[config.mk]
export PLATFORM = sky130hd
export DESIGN_NAME = delay_line_ctrl
export DESIGN_NICKNAME = d
export VERILOG_FILES = /design/src/rtl/delay_ctrl_pkg.sv /design/src/rtl/delay_ram.sv /design/src/rtl/delay_line_ctrl.sv
export SDC_FILE = /design/constraint.sdc
export NUM_CORES = 1
export LEC_CHECK = 0
export CAP_MARGIN = 10
export CORE_MARGIN = 2
export CORE_UTILIZATION = 25
export CTS_BUF_LIST = sky130_fd_sc_hd__clkbuf_4
export DETAILED_ROUTE_END_ITERATION = 7
export SKIP_LAST_GASP = 1
export SLEW_MARGIN = 25
export SYNTH_ARGS = -nofsm -noshare
export SYNTH_HDL_FRONTEND = slang
export SYNTH_SLANG_ARGS = --single-unit
[constraint.sdc]
create_clock -name clk -period 2.2 [get_ports clk]
set_input_delay 0.33 -clock clk [delete_from_list [all_inputs] [get_ports clk]]
set_output_delay 0.33 -clock clk [all_outputs]
set_load 0.02 [all_outputs]
[src/rtl/delay_ctrl_pkg.sv]
// Shared types and helpers for the programmable delay line.
package delay_ctrl_pkg;

  typedef enum logic [1:0] {
    IDLE = 2'd0,
    FILL = 2'd1,
    RUN  = 2'd2
  } state_t;

  function automatic logic delay_ok(
    input logic [31:0] d,
    input int unsigned max_n
  );
    return (d != 32'd0) && (d <= max_n);
  endfunction

endpackage

[src/rtl/delay_ram.sv]
// Simple dual-port sample buffer, synchronous read, read-before-write.
module delay_ram #(
  parameter int unsigned BITSIZE = 8,
  parameter int unsigned MAX_N   = 16,
  parameter int unsigned PTR_W   = $clog2(MAX_N)
) (
  input  logic               clk,
  input  logic               we,
  input  logic               re,
  input  logic [PTR_W-1:0]   addr,
  input  logic [BITSIZE-1:0] wdata,
  output logic [BITSIZE-1:0] rdata
);

  logic [BITSIZE-1:0] mem [MAX_N];

  // Same-edge read sees the old word at addr.
  always_ff @(posedge clk) begin
    if (re) rdata <= mem[addr];
    if (we) mem[addr] <= wdata;
  end

endmodule

[src/rtl/delay_line_ctrl.sv]
// Runtime-programmable sample delay built on a circular RAM buffer.
module delay_line_ctrl
  import delay_ctrl_pkg::*;
#(
  parameter int unsigned BITSIZE = 8,
  parameter int unsigned MAX_N   = 16,
  parameter int unsigned PTR_W   = $clog2(MAX_N)
) (
  input  logic               clk,
  input  logic               reset,
  input  logic               cfg_load,
  input  logic [PTR_W:0]     cfg_delay,
  input  logic               in_valid,
  input  logic [BITSIZE-1:0] in_data,
  output logic               out_valid,
  output logic [BITSIZE-1:0] out_data,
  output logic               busy,
  output logic               cfg_err,
  output logic [PTR_W:0]     cur_delay
);

  state_t             state, state_nx;
  logic [PTR_W-1:0]   wr_ptr, wr_ptr_nx;
  logic [PTR_W-1:0]   fill_cnt, fill_cnt_nx;
  logic [PTR_W:0]     cur_delay_nx;
  logic [PTR_W:0]     dm1;
  logic               cfg_err_nx;
  logic               cfg_ok;
  logic               accept;
  logic               rd_en;
  logic               sel_ram;
  logic [BITSIZE-1:0] ram_q;

  assign cfg_ok = delay_ok(32'(cfg_delay), MAX_N);
  assign dm1    = cur_delay - 1'b1;
  assign accept = in_valid && !cfg_load && (state != IDLE);
  assign rd_en  = accept && (state == RUN);
  assign busy   = (state == FILL);

  always_comb begin
    state_nx     = state;
    wr_ptr_nx    = wr_ptr;
    fill_cnt_nx  = fill_cnt;
    cur_delay_nx = cur_delay;
    cfg_err_nx   = cfg_err;
    if (cfg_load) begin
      if (cfg_ok) begin
        state_nx     = FILL;
        wr_ptr_nx    = '0;
        fill_cnt_nx  = '0;
        cur_delay_nx = cfg_delay;
      end else begin
        cfg_err_nx = 1'b1;
      end
    end else if (accept) begin
      // Buffer length tracks D, so wrap at D-1 rather than MAX_N-1.
      if ({1'b0, wr_ptr} == dm1) wr_ptr_nx = '0;
      else                       wr_ptr_nx = wr_ptr + 1'b1;
      if (state == FILL) begin
        fill_cnt_nx = fill_cnt + 1'b1;
        if ({1'b0, fill_cnt} == dm1) state_nx = RUN;
      end
    end
  end

  always_ff @(posedge clk) begin
    if (reset) begin
      state     <= IDLE;
      wr_ptr    <= '0;
      fill_cnt  <= '0;
      cur_delay <= '0;
      cfg_err   <= 1'b0;
      out_valid <= 1'b0;
      sel_ram   <= 1'b0;
    end else begin
      state     <= state_nx;
      wr_ptr    <= wr_ptr_nx;
      fill_cnt  <= fill_cnt_nx;
      cur_delay <= cur_delay_nx;
      cfg_err   <= cfg_err_nx;
      out_valid <= accept;
      sel_ram   <= rd_en;
    end
  end

  // Fill-phase outputs are forced to zero, like a cleared shift register.
  assign out_data = sel_ram ? ram_q : '0;

  delay_ram #(
    .BITSIZE(BITSIZE),
    .MAX_N  (MAX_N),
    .PTR_W  (PTR_W)
  ) u_ram (
    .clk  (clk),
    .we   (accept),
    .re   (rd_en),
    .addr (wr_ptr),
    .wdata(in_data),
    .rdata(ram_q)
  );

endmodule

== After elaboration in Yosys (flattened, before gate mapping) ==
Memory sizes are Yosys's and may differ from the RTL's. A register that Yosys moved wholly into a read port is not among the register bits.
Cells that the tools add are included.

* Register bits after elaboration: 18
* Bits in latches: 0
* Memory bits (writable): 128
* Bits in read-only memories: 0
* Bits of input ports: 17
* Output and inout bits: 16
* Word-level logic and storage cells: 48
* Memories: 1

* $add $sub $neg: 3
* $mul: 0
* Div/mod/pow operators: 0
* $lt $le $gt $ge: 1
* Eq/ne operators: 5
* Shift operators: 0
* Mux-type cells: 15
* Bitwise operators: 1
* Reduce and logical (&&, ||, !) cells: 15

{| class="wikitable"
|+ Memories
! memory !! depth !! bits a word !! read ports !! clocked after Yosys merged registers in !! write ports !! RTL line !! RTL
|-
| u_ram.mem || 16 || 8 || 1 || 1 || 1 || delay_ram.sv:15 || <nowiki>logic [BITSIZE-1:0] mem [MAX_N];</nowiki>
|}

{| class="wikitable"
|+ Operators by type and width
! cell !! number
|-
| 4-bit two-way mux || 7
|-
| 4-bit by 5-bit equality test with 1-bit output || 2
|-
| 2-bit two-way mux || 5
|-
| 4-bit by 1-bit adder with 4-bit output (second input constant) || 2
|-
| 8-bit two-way mux || 1
|-
| 2-bit nonzero test || 4
|-
| 2-bit AND reduction || 3
|-
| 5-bit less-or-equal comparator (second input constant) || 1
|-
| 5-bit nonzero test || 1
|-
| 5-bit by 1-bit subtractor with 5-bit output (second input constant) || 1
|-
| 1-bit logical AND || 4
|-
| 4-bit AND reduction || 1
|-
| 3-bit AND reduction || 1
|-
| 2-bit by 1-bit equality test with 1-bit output (second input constant) || 1
|-
| 2-bit equality test (second input constant) || 1
|-
| 1-bit two-way mux || 2
|-
| 2-bit by 1-bit inequality test with 1-bit output (second input constant) || 1
|-
| 1-bit zero test || 1
|-
| 1-bit NOT || 1
|}

== Depth between registers and ports, before layout ==
* Word-level depth: 6
* Gate-level depth with buffers: 7
* Depth with buffers taken out: 7

== Hierarchy ==
Synthesis repeated with hierarchy kept, for this count alone.

* Cell total of the unflattened synthesis: 354
* Area, all modules: 6222.2 um^2

{| class="wikitable"
|+ By module, submodules not included
! module !! instances !! cells each !! area each (um^2) !! seq. area each (um^2)
|-
| delay_ram || 1 || 230 || 5147.4 || 4083.9
|-
| delay_line_ctrl || 1 || 124 || 1074.8 || 360.3
|}

== Worst setup path before layout ==
No wires, ideal clock.

* Kind: reg2reg
* Start point: reg wr_ptr[1]
* End point: mem u_ram.mem[0][0] (enable)
* Arrival: 1.608 ns
* Slack: 0.209 ns
* Stages on the path, launching flop included: 7
* Cell sequence: dfxtp_1 > buf_2 > buf_1 > inv_1 > ha_1 > nand2_1 > nor3_1

{| class="wikitable"
|+ RTL lines
! element !! RTL line !! RTL
|-
| from (decl) || delay_line_ctrl.sv:23 || <nowiki>logic [PTR_W-1:0] wr_ptr, wr_ptr_nx;</nowiki>
|-
| from (signal assigned) || delay_line_ctrl.sv:77 || <nowiki>wr_ptr <= wr_ptr_nx;</nowiki>
|-
| to (decl) || delay_ram.sv:15 ||
|}

Straight into the memory's write port.

== Final worst setup path ==
* Start point: reg cur_delay[3]
* End point: out cur_delay[3]

{| class="wikitable"
|+ RTL lines
! element !! RTL line !! RTL
|-
| from (decl) || delay_line_ctrl.sv:19 || <nowiki>output logic [PTR_W:0] cur_delay</nowiki>
|-
| from (signal assigned) || delay_line_ctrl.sv:79 || <nowiki>cur_delay <= cur_delay_nx;</nowiki>
|}

No word-level cell between the ends.

==> results_dict.tcl <==
set metrics [dict create \
    multi_input_area_um2 1750 \
    cts_tree "done" \
    post_drt_via_cell_ratio 4.39 \
    drtIter0Drc 418 \
    clock.fmax_mhz 483 \
    cts_buffers 17 \
    cts-root-buf "clkbuf_4" \
    htree_num_levels 4 \
    synth_warnings 0 \
    period_needed_ns 2.07 \
    holdBufCountCts 0 \
    cts.clk_slew.worst_paths_ns 0.12 \
    hp-class "primary input to register" \
    grt_pass1_vias 3398 \
    fp-row-count 58 \
    fin_tns_setup_ns 0 \
    critPathCapture "cur_delay[3]" \
    r2r_end "u_ram.rdata[5]" \
    fin_ws_ns 0.128 \
    relSlewSlack_pct 59.5 \
    synth.net_count 361 \
    gp_congestion 0.769 \
    cp_top_family "buffers and inverters" \
    die_w_um 163 \
    syn2layout_area_growth_pct 18.5 \
    max_stage_delay_ns 0.67 \
    dieHeight_um 163 \
    async_reset_ff_share_pct 0 \
    drive_gt1_share_pct 21.1 \
    syn_area_um2 6330 \
    path_cells "clkdlybuf4s50_1" \
    cts_num_sinks 154 \
    routedWlPerCell_um 17.0 \
    dp_hpwl_um 8610 \
    synth_flop_cell "edfxtp_1" \
    nets 427 \
    place_ws_ns -0.0140 \
    whs_ns 0.374 \
    initial_utilization_pct 25.3 \
    r2r_slack_ns 0.17 \
    synth_top_family_by_area "multiplexers" \
    fin_skew_ns 0.0123 \
    crit_cells 1 \
    ioPinCount 33 \
    setup_violations 0 \
    tightest_slew_ns 0.605 \
    drc 0 \
    synth-seq-cells 154 \
    status "finished, final reports clean" \
    grt_pass1_wl_um 19900 \
    synthMuxAreaShare_pct 15.8 \
    crit_buf_inv 1 \
    postCtsSetupBuffers 0 \
    syn_avg_cell_area_um2 18.7 \
    drv_cap 0 \
    clock_path_buffers 2 \
    grt_start_max_net_pins 39 \
    antenna_cells 0 \
    synth-compound-area-share_pct 2.19 \
    die-area_um2 26600 \
    ant_nets 0 \
    synth-edff-count 136 \
    coreArea_um2 25000 \
    worstSkewPairLatency_ns 0.56 \
    ys_types 44 \
    start_kind "register" \
    nFillCells 2455 \
    slowest_stage "clkdlybuf4s50_1" \
    irDropWorstVdd_mv 0.316 \
    synthXorXnorAreaFrac_pct 1.82 \
    register_area_um2 4450 \
    critPathArrivalTime_ns 1.74 \
    grt_usage_pct 10.2 \
    synth_simple_gate_area_share_pct 6.70 \
    hold_viol 0 \
    cp_max_fo 7 \
    slew_viol_final 0 \
    cp-end-kind "output port" \
    antenna_found_initial 0 \
    ctsResizeCount 1 \
    crit_path_start "cur_delay[3]" \
    crit_required_ns 1.87 \
    vias 3276 \
    drt-pass1-iter-count 5 \
    numPortBuffers 32 \
    drt_wl_total_um 12700 \
    ys_seq_area_share_pct 70.2 \
    ff2ff_path_depth 3 \
    post-route-period-util_pct 94.2 \
    p_leak_nw 2.38 \
    powerDensity_nw_per_um2 683 \
    path_class "register to output port" \
    rsz0062_at_grt "false" \
    synth_cells 338 \
    overflow 0 \
    synthAdderAreaFrac_pct 1.19 \
    worstReg2RegStart "wr_ptr[0]" \
]
==> per-stage QoR <==
step	cell area, um2	power (mW)	utilization [%]	cells
final	7500	5.12	30.0	747
after global routing	7500	5.33	30.0	747
after CTS	7500	5.18	30.0	747
after detailed placement	7230	3.50	28.9	715
after global placement	7230	3.50	28.9	715
after floorplan	6330	3.38	-	338
==> cell families (layout without fill, tap and decap cells) <==
logic type | Yosys count | after routing
xor gates and xnor gates | 10 | 10
muxes | 44 | 44
and+or+nand+nor | 80 | 80
AOI/OAI and AO/OA | 22 | 22
DFF | 154 | 154
buffers and inverters | 22 | 101
adders and majority gates | 6 | 6
==> final cells by class <==
cell class | count | share of cell area [%]
clock buffers | 20 | 2.00
clock inverters | 12 | 1.65
inverters | 6 | 0.300
multi-input cells | 162 | 23.4
flip-flops and latches | 154 | 59.3
well taps | 330 | 5.50
repair buffers | 63 | 7.89
==> synthesized netlist by cell type, types with 2 or more instances <==
cell type  instances  share of area, %
nor2_1            26               1.5
a21oi_1            8              0.63
or3_1              2              0.20
and2_1             8              0.79
a21boi_1           2              0.24
nor2b_1            3              0.30
nand3b_1           2              0.24
buf_2              2              0.16
mux4_1            16               6.6
o21a_1             2              0.24
nand2b_1           2              0.20
nand2_1           10              0.59
mux2i_1            4              0.63
buf_6              2              0.36
nor3_1             7              0.55
xnor2_1            5              0.69
xnor3_1            2              0.71
xor2_1             3              0.42
buf_1              2              0.12
o21ai_0            4              0.32
nor4_1             2              0.20
a31oi_1            2              0.20
nand4_1            2              0.20
dfxtp_1           18               5.7
nand3_1            8              0.63
ha_1               6               1.2
and3_1             2              0.20
mux4_2            24               8.5
clkbuf_1           7              0.42
edfxtp_1         136                65
inv_1              6              0.36
==> placed cells by master, fill, tap and decap left out, types with 7 or more instances in the layout <==
cell and count:
mux4_1 16, clkbuf_4 20, nand2_1 10, nor3_1 7, a21oi_1 8, edfxtp_1 136
buf_4 28, and2_1 8, dfxtp_1 17, mux4_2 24, clkdlybuf4s50_1 30, nor2_1 26
nand3_1 8
==> flip-flops by register name (all words and copies together), names as in the netlist, 2 cells and up <==
register     flops
u_ram.mem      128
u_ram.rdata      8
cur_delay        5
fill_cnt         4
wr_ptr           4
state            2
==> per-layer routing <==
layer	global-route usage [%]	part of all wire [%]	wire length, um	vias to the layer above
li1	-	-	-	1495
met1	13.3	45	5720	1676
met2	16.0	48	6080	87
met3	3.33	5.6	709	18
met4	3.54	1.4	174	0
met5	0	0	0	-
==> how the worst min path moves through the flow <==
stage / from / end / slack (ns) / cells after the start
2_1_floorplan: reset / cur_delay[4] / 0.40 / 1
3_3_place_gp: cfg_err / cfg_err / 0.46 / 2
3_5_place_dp: cfg_err / cfg_err / 0.49 / 2
4_1_cts: cfg_delay[4] / cur_delay[4] / 0.32 / 3
5_1_grt: cfg_delay[4] / cur_delay[4] / 0.34 / 3
6_report: cfg_delay[4] / cur_delay[4] / 0.37 / 3
==> where the power goes <==
part           internal (mW)  switching (mW)
clock network          0.704           0.984
logic                  0.110           0.130
registers               3.18          0.0117
total                   4.00            1.13
Note: power is estimated with default switching activity, not from simulation.
